**src/rtl/alu_pkg.sv**
```systemverilog
// Shared constants, encodings and instruction-field helpers for the ALU controller.
package alu_pkg;

   localparam int WIDTH = 8;
   localparam int NREG  = 4;
   localparam int AW    = 2;
   localparam int IW    = 8;

   localparam int OP_LSB = 6;
   localparam int RD_LSB = 4;
   localparam int RA_LSB = 2;
   localparam int RB_LSB = 0;
   localparam int IMM_W  = 4;

   typedef enum logic [1:0] {
      OP_NOP = 2'b00,
      OP_ADD = 2'b01,
      OP_LDI = 2'b10,
      OP_CLR = 2'b11
   } opcode_t;

   typedef enum logic [1:0] {
      S_IDLE = 2'b00,
      S_READ = 2'b01,
      S_EXEC = 2'b10,
      S_WB   = 2'b11
   } state_t;

   function automatic opcode_t instr_op(input logic [IW-1:0] i);
      return opcode_t'(i[OP_LSB +: 2]);
   endfunction

   function automatic logic [AW-1:0] instr_rd(input logic [IW-1:0] i);
      return i[RD_LSB +: AW];
   endfunction

   function automatic logic [AW-1:0] instr_ra(input logic [IW-1:0] i);
      return i[RA_LSB +: AW];
   endfunction

   function automatic logic [AW-1:0] instr_rb(input logic [IW-1:0] i);
      return i[RB_LSB +: AW];
   endfunction

   // The immediate overlays the ra/rb fields.
   function automatic logic [IMM_W-1:0] instr_imm(input logic [IW-1:0] i);
      return i[IMM_W-1:0];
   endfunction

endpackage

```
**src/rtl/alu_ctrl_if.sv**
```systemverilog
// Instruction handshake, ALU operand/result bus and debug read port of alu_ctrl.
interface alu_ctrl_if
   import alu_pkg::*;
();
   logic [IW-1:0]    instr;
   logic             ivalid;
   logic             iready;
   logic [WIDTH-1:0] a;
   logic [WIDTH-1:0] b;
   logic             aluop;
   logic [WIDTH-1:0] y;
   logic             done;
   logic [WIDTH-1:0] result;
   logic [AW-1:0]    raddr;
   logic [WIDTH-1:0] rdata;

   // master: instruction source plus the ALU; slave: the controller
   modport master (
      output instr, ivalid, y, raddr,
      input  iready, a, b, aluop, done, result, rdata
   );

   modport slave (
      input  instr, ivalid, y, raddr,
      output iready, a, b, aluop, done, result, rdata
   );
endinterface

```
**src/rtl/alu_regfile.sv**
```systemverilog
// 4x8 register file: two operand read ports, one debug read port, one synchronous write port.
module alu_regfile
   import alu_pkg::*;
(
   input  logic             clk,
   input  logic             rst,
   input  logic [AW-1:0]    ra_addr,
   input  logic [AW-1:0]    rb_addr,
   input  logic [AW-1:0]    dbg_addr,
   output logic [WIDTH-1:0] ra_data,
   output logic [WIDTH-1:0] rb_data,
   output logic [WIDTH-1:0] dbg_data,
   input  logic             we,
   input  logic [AW-1:0]    waddr,
   input  logic [WIDTH-1:0] wdata
);

   logic [WIDTH-1:0] regs [NREG];

   genvar gi;
   generate
      for (gi = 0; gi < NREG; gi++) begin : g_reg
         logic [WIDTH-1:0] q_reg;

         always_ff @(posedge clk) begin
            if (rst) begin
               q_reg <= '0;
            end else if (we && (waddr == AW'(gi))) begin
               q_reg <= wdata;
            end
         end

         assign regs[gi] = q_reg;
      end
   endgenerate

   assign ra_data  = regs[ra_addr];
   assign rb_data  = regs[rb_addr];
   assign dbg_data = regs[dbg_addr];

endmodule

```
**src/rtl/alu_ctrl.sv**
```systemverilog
// Multi-cycle controller: accepts an instruction, drives the external ALU, writes the result back.
module alu_ctrl
   import alu_pkg::*;
(
   input logic       clk,
   input logic       rst,
   alu_ctrl_if.slave bus
);

   state_t           state_reg, state_next;
   logic [IW-1:0]    instr_reg;
   logic [WIDTH-1:0] a_reg;
   logic [WIDTH-1:0] b_reg;
   logic             aluop_reg;
   logic [WIDTH-1:0] wb_reg;

   logic             load_instr;
   logic             load_ops;
   logic             latch_wb;
   logic             reg_we;
   logic [WIDTH-1:0] wb_value;
   logic [WIDTH-1:0] ra_data;
   logic [WIDTH-1:0] rb_data;
   opcode_t          op;

   assign op = instr_op(instr_reg);

   alu_regfile u_regfile (
      .clk      (clk),
      .rst      (rst),
      .ra_addr  (instr_ra(instr_reg)),
      .rb_addr  (instr_rb(instr_reg)),
      .dbg_addr (bus.raddr),
      .ra_data  (ra_data),
      .rb_data  (rb_data),
      .dbg_data (bus.rdata),
      .we       (reg_we),
      .waddr    (instr_rd(instr_reg)),
      .wdata    (wb_reg)
   );

   always_ff @(posedge clk) begin
      if (rst) begin
         state_reg <= S_IDLE;
      end else begin
         state_reg <= state_next;
      end
   end

   always_comb begin
      state_next = state_reg;
      load_instr = 1'b0;
      load_ops   = 1'b0;
      latch_wb   = 1'b0;
      reg_we     = 1'b0;
      case (state_reg)
         S_IDLE: begin
            if (bus.ivalid) begin
               load_instr = 1'b1;
               state_next = S_READ;
            end
         end
         S_READ: begin
            load_ops   = 1'b1;
            state_next = S_EXEC;
         end
         S_EXEC: begin
            latch_wb   = 1'b1;
            state_next = S_WB;
         end
         S_WB: begin
            reg_we     = (op != OP_NOP);
            state_next = S_IDLE;
         end
         default: state_next = S_IDLE;
      endcase
   end

   always_comb begin
      wb_value = '0;
      case (op)
         OP_ADD, OP_CLR: wb_value = bus.y;
         OP_LDI:         wb_value = WIDTH'(instr_imm(instr_reg));
         default:        wb_value = '0;
      endcase
   end

   // ALUOP is dropped on the same edge that samples Y, so it is high only during EXEC.
   always_ff @(posedge clk) begin
      if (rst) begin
         instr_reg <= '0;
         a_reg     <= '0;
         b_reg     <= '0;
         aluop_reg <= 1'b0;
         wb_reg    <= '0;
      end else begin
         if (load_instr) begin
            instr_reg <= bus.instr;
         end
         if (load_ops) begin
            a_reg     <= ra_data;
            b_reg     <= rb_data;
            aluop_reg <= (op == OP_ADD);
         end
         if (latch_wb) begin
            wb_reg    <= wb_value;
            aluop_reg <= 1'b0;
         end
      end
   end

   assign bus.iready = (state_reg == S_IDLE);
   assign bus.done   = (state_reg == S_WB);
   assign bus.result = wb_reg;
   assign bus.a      = a_reg;
   assign bus.b      = b_reg;
   assign bus.aluop  = aluop_reg;

endmodule

```
**src/flat_wrapper.sv**
```systemverilog
// flat-port wrapper written by rule: the top's interface ports become plain ports
module alu_ctrl_flat import alu_pkg::*;
  (clk, rst, bus_instr, bus_ivalid, bus_y, bus_raddr, bus_iready, bus_a, bus_b, bus_aluop, bus_done, bus_result, bus_rdata);
  alu_ctrl_if bus_i ();
  input logic clk;
  input logic rst;
  input wire logic [$bits(bus_i.instr)-1:0] bus_instr;
  input wire logic [$bits(bus_i.ivalid)-1:0] bus_ivalid;
  input wire logic [$bits(bus_i.y)-1:0] bus_y;
  input wire logic [$bits(bus_i.raddr)-1:0] bus_raddr;
  output wire logic [$bits(bus_i.iready)-1:0] bus_iready;
  output wire logic [$bits(bus_i.a)-1:0] bus_a;
  output wire logic [$bits(bus_i.b)-1:0] bus_b;
  output wire logic [$bits(bus_i.aluop)-1:0] bus_aluop;
  output wire logic [$bits(bus_i.done)-1:0] bus_done;
  output wire logic [$bits(bus_i.result)-1:0] bus_result;
  output wire logic [$bits(bus_i.rdata)-1:0] bus_rdata;
  assign bus_i.instr = bus_instr;
  assign bus_i.ivalid = bus_ivalid;
  assign bus_i.y = bus_y;
  assign bus_i.raddr = bus_raddr;
  assign bus_iready = bus_i.iready;
  assign bus_a = bus_i.a;
  assign bus_b = bus_i.b;
  assign bus_aluop = bus_i.aluop;
  assign bus_done = bus_i.done;
  assign bus_result = bus_i.result;
  assign bus_rdata = bus_i.rdata;
  alu_ctrl u_core (.clk(clk), .rst(rst), .bus(bus_i));
endmodule
```
**config.mk**
```make
export PLATFORM = sky130hd
export DESIGN_NAME = alu_ctrl_flat
export DESIGN_NICKNAME = d
export VERILOG_FILES = /design/src/rtl/alu_pkg.sv /design/src/rtl/alu_ctrl_if.sv /design/src/rtl/alu_regfile.sv /design/src/rtl/alu_ctrl.sv /design/src/flat_wrapper.sv
export SDC_FILE = /design/constraint.sdc
export NUM_CORES = 1
export LEC_CHECK = 0
export ABC_CLOCK_PERIOD_IN_PS = 2100
export CORE_MARGIN = 5
export CORE_UTILIZATION = 43
export DETAILED_ROUTE_END_ITERATION = 10
export PLACE_DENSITY = 0.67
export SLEW_MARGIN = 20
export SYNTH_ARGS = -nofsm -noshare
export SYNTH_HDL_FRONTEND = slang
export SYNTH_SLANG_ARGS = --single-unit
```
**constraint.sdc**
```tcl
create_clock -name clk -period 2.1 [get_ports clk]
set_clock_uncertainty 0.2 [all_clocks]
set_input_delay 0.42 -clock clk [delete_from_list [all_inputs] [get_ports clk]]
set_output_delay 0.42 -clock clk [all_outputs]
set_load 0.005 [all_outputs]
```
After elaboration in Yosys (flattened, before gate mapping)
Index checks and enable logic that the tools add are counted.
- register bits: 67
- input port bits: 21
- output and inout port bits: 35
- logic and storage cells: 52
- magnitude comparators: 3
- equal/unequal tests: 10
- multiplexer cells: 17
- bitwise operators: 3
- reduce and logical (&&, ||, !) cells: 9
- operator list (operator ; count):
    8-bit binary-select mux with 2-bit select ; 3
    8-bit 2-to-1 mux ; 6
    8-bit case mux with 2 select lines ; 1
    2-bit equality test, second input constant ; 6
    3-bit >= comparator, second input constant ; 3
    2-bit NOT with 3-bit output ; 3
    2-bit case mux with 4 select lines ; 1
    2-bit by 1-bit equality test with 1-bit output, second input constant ; 3
    1-bit 2-to-1 mux ; 5
    1-bit logical AND ; 4
    2-bit logical NOT ; 2
    2-bit OR reduction ; 2
    2-bit 2-to-1 mux ; 1
    2-bit != test, second input constant ; 1
    2-bit nonzero test ; 1

Depth between registers and ports, before layout
Gate-level depths: netlist of run 1.
- depth after elaboration: 4
- mapped depth: 6
- depth with buffers taken out: 5

Hierarchy
Synthesis of run 1 repeated with hierarchy kept, for this count alone.
- cell total of the unflattened synthesis: 295
- area, all modules: 3294.4 µm²
- by module, submodules not included (module ; times used ; cells each ; area an instance (µm²) ; seq. area each (µm²)):
    alu_regfile ; 1 ; 148 ; 1858.0 ; 640.6
    alu_ctrl ; 1 ; 147 ; 1436.4 ; 700.7

Worst setup path before layout of run 1
OpenSTA, ideal clock, no wires.
- path kind: input -> output
- start point: input bus_raddr[1]
- end point: output bus_rdata[7]
- arrival: 1.248 ns
- required time: 1.480 ns
- setup slack: 0.232 ns
- stages on the path: 2
- buffers on the path: 1
- cell sequence: clkbuf_1 mux4_2
- word-level cells in the longest chain between the ends: 4
- RTL lines (what ; RTL line ; text):
    from (decl) ; flat_wrapper.sv:10 ; input wire logic [$bits(bus_i.raddr)-1:0] bus_raddr;
    2-bit NOT with 3-bit output (not written as such) ; alu_regfile.sv:39 ; assign dbg_data = regs[dbg_addr];
    8-bit binary-select mux with 2-bit select ; alu_regfile.sv:39 ;
    8-bit 2-to-1 mux (not written as such) (2 in series) ; alu_regfile.sv:39 ;
    to (decl) ; flat_wrapper.sv:17 ; output wire logic [$bits(bus_i.rdata)-1:0] bus_rdata;
Every way passes these cells. The select of a mux whose other input is x is not followed.

Worst setup path in the final report of run 1
Same ends and word-level chain as after synthesis.

==> run metrics, run 1 <==
status=complete, no violations; register area share after synthesis=about two fifths; Arrival @ worst endpoint=approximately 1.4 ns; Core ar.=just over 0.007 mm^2; DRC=0; Post-CTS Hold Buffers=0; fin crit share=a little over nine tenths; layout cells sized above 1=approximately a fifth; Final min period=between 2 and 2.5 ns; Die W=96.28 um; critical path startpoint category=primary input; hold endpoint=u_core.instr_reg[0]; async set or reset register ratio after synthesis=0%; top-count cell post-synth=dfxtp_1; WL met1=approximately 3400 um; r2r setup slk=~0.25 ns; Buf+Inv Stages, Crit Path=2; Met2 Wirelength=between 3000 and 4000 um; Post-Place Setup Slack=-0.5831 ns; worst-path cell with the longest stage delay=mux4_2; worst-path cell chain=clkdlybuf4s15_2 -> mux4_2 -> dlygate4sd2_1; IO buf count=55; NumNets Final=roughly 380; register bit count reported by yosys=67; global-route usage over all layers=17.63%; Post-DRT Antenna Nets=0; total power=between 3 and 4 mW; relative slew slack=about three fifths; Fmax=slightly below 0.5 GHz; CTS tree=yes; Slew @ Worst Pin=0.5750 ns; vias per cell=between 5 and 6; Overflow after GRT=0; synth cell count leaders=dfxtp_1, mux2i_1, nand2b_1; crit end category=output pin; Yosys cell types=24; ANT cells=0; Die H=96.28 um; final WL=~7500 um; CP max FO=2; clock root buffer=clkbuf_8; mean post-synth cell area=~11 um^2; DR WL/cell=16.49 um; reg2reg end=u_core.u_regfile.g_reg[2].q_reg[3]; Leak=between 1.5 and 2 nW; worst hold-check path type=reg2reg; max-cap viol count=0; FF-to-FF Start=u_core.state_reg[0]; RSZ-0062 raised after global routing=no; top cells by area, synth=dfxtp_1, mux4_2, mux2i_1; Pre-antenna DRT Iters=4; critical path type=in2out; final hold vios=0; Final WS setup=about 0.057 ns; syn nets=~320; reg2reg path depth=4; max-slew violations=0; # rows=31; largest net degree at the start of global routing=38; synthesized area=around 0.0032 mm^2; Initial Util=about 44%; max reg flops=32; HPWL after DPL=5309 um; CTS Buf Count=9; clock latency on the worst-skew pair=0.33 ns; CP top delay family=multiplexers; Sink Count=67; first-pass GRT wire length=12270 um; max incr delay on CP=slightly above 0.5 ns; Vias=roughly 2400; CP required=1.48 ns; met3 WL post-DR=about 410 um; Layout area overhead=27.83%; Synth area leader=dfxtp_1; endpoints failing setup=0; Hold Startpoint=u_core.instr_reg[0]; Max VDD drop=roughly 800 uV; cells after synthesis=292; Ports=56; Bufs on Longest Clock Path=2; Post-synth EDFFs=0; Reg clk slew, reported paths=approximately 0.070 ns; initial antenna violation count=0; number of global-route vias before repair=between 2000 and 2500; H-tree lvl count=3; Synth top area share=41.91%; Power Density=slightly above 800 mW/mm^2; DR top layer=met4; initial DRC count=between 80 and 90; die area=approximately 0.0093 mm^2; Synth Warn #=0; Hold Crit Depth=2; gpl congestion=0.7693; Main synth FF type=dfxtp_1
## worst max path at each step
stage                                             from      endpoint  slack (ns)  depth (start not counted)
floorplan                                 bus_raddr[1]  bus_rdata[7]        0.23                          2
detailed placement                        bus_raddr[0]  bus_rdata[6]       -0.58                          4
CTS                                u_core.state_reg[1]      bus_done      0.0007                          2
finish                                    bus_raddr[1]  bus_rdata[7]        0.06                          3
global placement                          bus_raddr[0]  bus_rdata[2]       -0.55                          4
global route        u_core.u_regfile.g_reg[3].q_reg[7]  bus_rdata[7]       0.006                          2
## cells in the final DEF (no fill, tap or decap)
cell type / count
a211oi_1: 1
a21oi_1: 12
a311oi_1: 4
and2b_2: 1
buf_12: 2
buf_2: 4
buf_4: 13
buf_6: 3
buf_8: 1
clkbuf_1: 1
clkbuf_8: 12
clkdlybuf4s15_1: 1
clkdlybuf4s15_2: 1
clkdlybuf4s50_1: 43
clkinv_2: 2
dfxtp_1: 65
dfxtp_2: 2
dlygate4sd2_1: 3
dlymetal6s2s_1: 1
ha_1: 2
ha_2: 2
inv_1: 2
mux2i_1: 42
mux4_2: 24
nand2_1: 13
nand2b_1: 37
nand3_1: 12
nand3b_1: 12
nor2_1: 23
nor3_1: 1
nor3_4: 1
o2111ai_1: 1
o21ai_0: 8
o21ai_2: 1
or3b_1: 2
## power breakdown
group | total, mW | switching, mW | leakage (nW) | internal (mW)
registers | 1.45 | 0.0884 | 0.542 | 1.36
clock network | 0.964 | 0.449 | 0.0953 | 0.515
logic | 0.892 | 0.455 | 0.888 | 0.437
## worst register-to-register path, stage by stage (launching register included)
cell and delay (ns):
dfxtp_2 0.36, ha_2 0.21, o21ai_2 0.09, or3b_1 0.63, mux2i_1 0.21
## layout make-up
class | instances | area (um^2)
Timing Repair Buffer | 72 | 696.9
Clock inverter | 2 | 10.01
Multi-Input combinational cell | 199 | 1740
Sequential cell | 67 | 1344
Fill cell | 659 | 3162
Tap cell | 99 | 123.9
Clock buffer | 13 | 168.9
Inverter | 2 | 7.507
## layer usage
layer | vias to the layer above | GRT usage (%)
met3 | 10 | 5.238
met2 | 67 | 28.12
li1 | 1159 | -
met1 | 1125 | 22.30
met4 | 0 | 6.991
met5 | - | 0
## metrics by stage
| step | setup TNS, ns | hold WS (ns) | cells | util (%) | instance area, um^2 |
|---|---|---|---|---|---|
| floorplan | 0 | 0.2658 | 292 | - | 3201 |
| global placement | -4.328 | 0.2698 | 437 | 53.65 | 3891 |
| detailed placement | -4.488 | 0.2786 | 437 | 53.65 | 3891 |
| CTS | 0 | 0.2891 | 454 | 56.32 | 4085 |
| global route | 0 | 0.3090 | 454 | 56.41 | 4091 |
| finish | 0 | 0.2852 | 454 | 56.41 | 4091 |
## cell families after synthesis
family / count (synthesis) / share of synthesized area (%)
flops: 67 / 41.91
simple gates: 102 / 17.63
mux: 66 / 30.02
fa+ha+maj: 4 / 1.564
compound gates: 27 / 5.004
buf+inv: 26 / 3.870
## timing repair
| item | CTS | global route |
|---|---|---|
| pin swaps | 0 | 0 |
| setup endpoints to repair | 10 | 2 |
| setup buffers | 2 | 0 |
| gates resized for setup | 35 | 3 |
No activity file was read; power rests on OpenSTA's default activity.
==> run 2, diff against run 1 <==
Settings changed: CORE_MARGIN 5 to unset.
==> run metrics, run 2 (synthesis results as in run 1) <==
Reg clk slew, reported paths=0.07 ns (about the same); fin crit share=98.59% (+1.3 points); Final min period=2.070 ns (+0.02773 ns); gpl congestion=0.7791 (+1.3%); max-cap viol count=0 (unchanged); Initial Util=44.36% (+0.24 points); CP required=1.48 ns (about the same); Logic pwr share=26.3% (-0.7 points); number of global-route vias before repair=2284 (-7.5%); Hold WS=0.2415 ns (-0.04372 ns); IO buf count=55 (unchanged); critical path startpoint category=flip-flop; Internal=2.462 mW (+6.5%); max incr delay on CP=0.49 ns (-0.02 ns); layout cells sized above 1=21.27% (+1.8 points); Core ar.=0.007214 mm^2 (-0.53%); Sequential Power Share=41.9% (-1.9 points); # rows=31 (unchanged); initial DRC count=128 (+52%); placed inst area=0.003901 mm^2 (+0.26%); Max VDD drop=992.3 uV (+24%); largest net degree at the start of global routing=27 (-29%); first-pass GRT wire length=11330 um (-7.7%); initial antenna violation count=0 (unchanged); sw frac=29.03% (-0.99 points); worst hold-check path type=in2reg; max-slew violations=0 (unchanged); Design Area, Final=0.004159 mm^2 (+1.7%); most frequent cells in the layout=dfxtp_1, clkdlybuf4s50_1, mux2i_1, nand2b_1, mux4_2; Post-CTS Hold Buffers=0 (unchanged); relative slew slack=61.52% (-0.15 points); TNS Setup=0 ns (unchanged); crit end category=output pin; CTS Buf Count=9 (unchanged); Slew @ Worst Pin=0.5772 ns (+0.002288 ns); Overflow after GRT=0 (unchanged); final core utilization=57.65% (+1.2 points); H-tree lvl count=3 (unchanged); max reg flops=32 (unchanged); DR WL/cell=15.14 um (-8.2%); CP max FO=3 (+1); Layout area overhead=29.95%; Leak=1.548 nW (+1.5%); global-route usage over all layers=19.59% (+2.0 points); NumNets Final=382 (+1.6%); endpoints failing setup=0 (unchanged); Bufs on Longest Clock Path=2 (unchanged); final WL=6979 um (-6.8%); Power Density=834.3 mW/mm^2 (+3.3%); Die W=88.28 um (-8.3%); RSZ-0062 raised after global routing=yes; vias per cell=5.228 (+0.53%); CTS tree=yes; worst-path cell chain=ha_4 -> buf_4 -> clkdlybuf4s50_1; final hold vios=0 (unchanged); die area=0.007792 mm^2 (-16%); clock latency on the worst-skew pair=0.33 ns (about the same); Post-DRT Antenna Nets=0 (unchanged); Vias=2410 (+2.1%); total power=3.470 mW (+5.0%); DRC=0 (unchanged); Pre-antenna DRT Iters=4 (unchanged); critical path type=reg2out; Ports=56 (unchanged); clock root buffer=clkbuf_8; worst-path cell with the longest stage delay=clkdlybuf4s50_1; Die H=88.28 um (-8.3%); HPWL after DPL=4972 um (-6.4%); ANT cells=0 (unchanged); clock share of power=31.8% (+2.6 points); P_sw=1.007 mW (+1.6%); Fmax=0.4830 GHz (-1.3%); Sink Count=67 (unchanged); Arrival @ worst endpoint=1.45 ns (+0.03 ns); most common cell after layout, fill and taps aside=dfxtp_1; status=complete, no violations
-- run 2: changes by cell type in the layout (fill, tap and decap cells not counted), moves of 2 or more --
| cell | before | now |
|---|---|---|
| buf_4 | 13 | 21 |
| buf_6 | 3 | 1 |
| clkdlybuf4s15_1 | 1 | 5 |
| dfxtp_1 | 65 | 62 |
| dfxtp_2 | 2 | 5 |
| dlygate4sd2_1 | 3 | 1 |
| ha_2 | 2 | 0 |
-- run 2: path summary, 6_finish.rpt --
kind,end,slack (ns),start,cells after the start
worst max-delay path,bus_done,0.03,u_core.state_reg[0],3
worst min-delay path,u_core.bus.result[6],0.24,rst,2
worst max register to register,u_core.u_regfile.g_reg[1].q_reg[5],0.33,u_core.state_reg[0],4
worst min register to register,u_core.bus.b[6],0.29,u_core.bus.b[6],2
-- run 2: area by class of cell --
type	instances	area, um^2
flip-flops and latches	67	1348
clock buffers	12	165.2
inverters	2	7.507
clock inverters	4	47.55
multi-input cells	199	1748
well taps	99	123.9
fillers	629	3055
repair buffers	78	719.4
-- run 2: what timing repair did --
action,in CTS,in global routing
hold endpoints to repair,0,0
endpoints found under the setup margin,10,9
buffers inserted,5,0
pin swaps,0,0
gates resized for setup,30,4
-- run 2: power groups by stage --
stage | Sequential [mW] | Combinational (mW) | Clock [mW]
finish | 1.45 | 0.914 | 1.10
global route | 1.46 | 0.998 | 1.20
detailed placement | 1.47 | 0.884 | 0
global placement | 1.47 | 0.873 | 0
floorplan | 1.45 | 0.586 | 0
CTS | 1.45 | 0.928 | 1.15
-- run 2: through the flow --
| step | worst slack, ns | cells |
|---|---|---|
| detailed placement | -0.5583 | 440 |
| global route | -0.01965 | 461 |
| floorplan | 0.2322 | 292 |
| CTS | 0.0006650 | 461 |
| global placement | -0.5479 | 440 |
| finish | 0.02955 | 461 |
-- run 2: layer usage --
metal / up-vias / wire (um) / track usage (%)
li1: 1174 / - / -
met1: 1142 / 3207 / 25.30
met2: 92 / 3335 / 32.52
met3: 2 / 422 / 4.944
met4: 0 / 13 / 5.865
met5: - / 0 / 0
-- run 2: worst max-delay path: cells and delay by family, from the launching register on --
| family | cells | cell delay, ns |
|---|---|---|
| fa+ha+maj | 1 | 0.15 |
| flops | 1 | 0.37 |
| buf+inv | 2 | 0.59 |
==> run 3, diff against run 2 <==
Settings changed: CAP_MARGIN set to 10, CORE_ASPECT_RATIO set to 0.5.
==> run metrics, run 3 (synthesis results as in run 1) <==
critical path startpoint category=flip-flop; relative slew slack=61.81% (+0.30 points); Bufs on Longest Clock Path=2 (unchanged); Reg clk slew, reported paths=0.05 ns (-0.02 ns); Post-DRT Antenna Nets=0 (unchanged); max-slew violations=0 (unchanged); CP max FO=4 (+1); initial DRC count=153 (+20%); DRC=0 (unchanged); Final min period=2.046 ns (-0.02455 ns); initial antenna violation count=0 (unchanged); DR WL/cell=16.72 um (+10%); Post-CTS Hold Buffers=0 (unchanged); CTS tree=yes; max-cap viol count=0 (unchanged); first-pass GRT wire length=12440 um (+9.8%); total power=3.853 mW (+11%); final hold vios=0 (unchanged); Pre-antenna DRT Iters=5 (+1); Initial Util=46.14% (+1.8 points); Max VDD drop=684.6 uV (-31%); endpoints failing setup=0 (unchanged); Arrival @ worst endpoint=1.43 ns (-0.02 ns); max reg flops=32 (unchanged); Hold WS=0.2611 ns (+0.01955 ns); clock root buffer=clkbuf_16; global-route usage over all layers=21.43% (+1.8 points); CTS Buf Count=9 (unchanged); most frequent cells in the layout=dfxtp_1, clkdlybuf4s50_1, mux2i_1, nand2b_1, mux4_2; status=complete, no violations; gpl congestion=0.8607 (+10%); largest net degree at the start of global routing=41 (+52%); crit end category=output pin; ANT cells=0 (unchanged); number of global-route vias before repair=2378 (+4.1%); Leak=1.569 nW (+1.4%); Die H=63.01 um (-29%); Ports=56 (unchanged); worst hold-check path type=reg2reg; HPWL after DPL=5264 um (+5.9%); Overflow after GRT=0 (unchanged); final WL=7525 um (+7.8%); Sink Count=67 (unchanged); Slew @ Worst Pin=0.5728 ns (-0.004463 ns); Layout area overhead=30.92%; vias per cell=5.396 (+3.2%); Power Density=919.4 mW/mm^2 (+10%); Vias=2428 (+0.75%); Fmax=0.4888 GHz (+1.2%); Core ar.=0.006937 mm^2 (-3.9%); CP required=1.48 ns (about the same); layout cells sized above 1=20.67% (-0.60 points); critical path type=reg2out; Final Instance Count excl. Fillers=450 (-2.4%); fin crit share=97.42% (-1.2 points); IO buf count=55 (unchanged); die area=0.007813 mm^2 (+0.27%); NumNets Final=378 (-1.0%); placed insts=431 (-2.0%); # rows=21 (-32%); Die W=124.0 um (+40%); TNS Setup=0 ns (unchanged); most common cell after layout, fill and taps aside=dfxtp_1; clock latency on the worst-skew pair=0.32 ns (about the same); H-tree lvl count=3 (unchanged)
## run 3: cell types whose count changed in the layout (fill, tap and decap cells not counted), moves of 2 or more
cell             previous run  this run
buf_12                      1         4
dfxtp_2                     5         2
clkdlybuf4s15_1             5         0
dfxtp_1                    62        65
clkbuf_1                    0         3
clkbuf_2                    0         2
clkbuf_16                   0         9
buf_2                       4         8
clkbuf_8                   12         0
ha_2                        0         2
buf_4                      21        14
## run 3: power breakdown
group	switching, mW	total [mW]	internal (mW)
Sequential	0.0839	1.44	1.36
Combinational	0.475	0.949	0.474
Clock	0.539	1.46	0.920
Total	1.10	3.85	2.75
## run 3: cell type report
type	instances	area [um^2]
sequential	67	1344
clock inverter	4	51.30
tap	92	115.1
timing repair buffer	74	695.7
multi-input combinational	199	1740
inverter	2	7.507
clock buffer	12	236.5
fill	596	2746
## run 3: what timing repair did
item,4_1_cts,5_1_grt
hold endpoints to repair,0,0
endpoints found under the setup margin,9,7
buffers inserted,3,0
resized for setup,33,8
## run 3: through the flow
step / util, % / cell area [um^2] / setup slack [ns]
after floorplan: - / 3201 / 0.2322
final: 60.41 / 4190 / 0.05410
after global routing: 60.41 / 4190 / -0.006229
after global placement: 56.26 / 3902 / -0.5713
after detailed placement: 56.26 / 3902 / -0.5767
after CTS: 60.52 / 4198 / -0.06653
## run 3: worst max-delay path: stages, from the launching register on
cell and delay, ns:
dfxtp_2 0.34, inv_1 0.08, ha_2 0.18, clkdlybuf4s50_1 0.50
## run 3: worst paths after layout
path	cells after the start	slack, ns	to	start
hold reg to reg	2	0.26	u_core.instr_reg[2]	u_core.instr_reg[2]
setup / recovery	3	0.05	bus_iready	u_core.state_reg[0]
hold / removal	2	0.26	u_core.instr_reg[2]	u_core.instr_reg[2]
setup reg to reg	4	0.26	u_core.u_regfile.g_reg[2].q_reg[1]	u_core.state_reg[0]
## run 3: per-layer routing
metal	vias to the layer above	global-route usage (%)	share of wire (%)
met1	1184	30.19	48
met5	-	0	0
met2	61	32.57	45
met3	9	5.018	5.4
met4	0	6.250	1.0
li1	1174	-	-
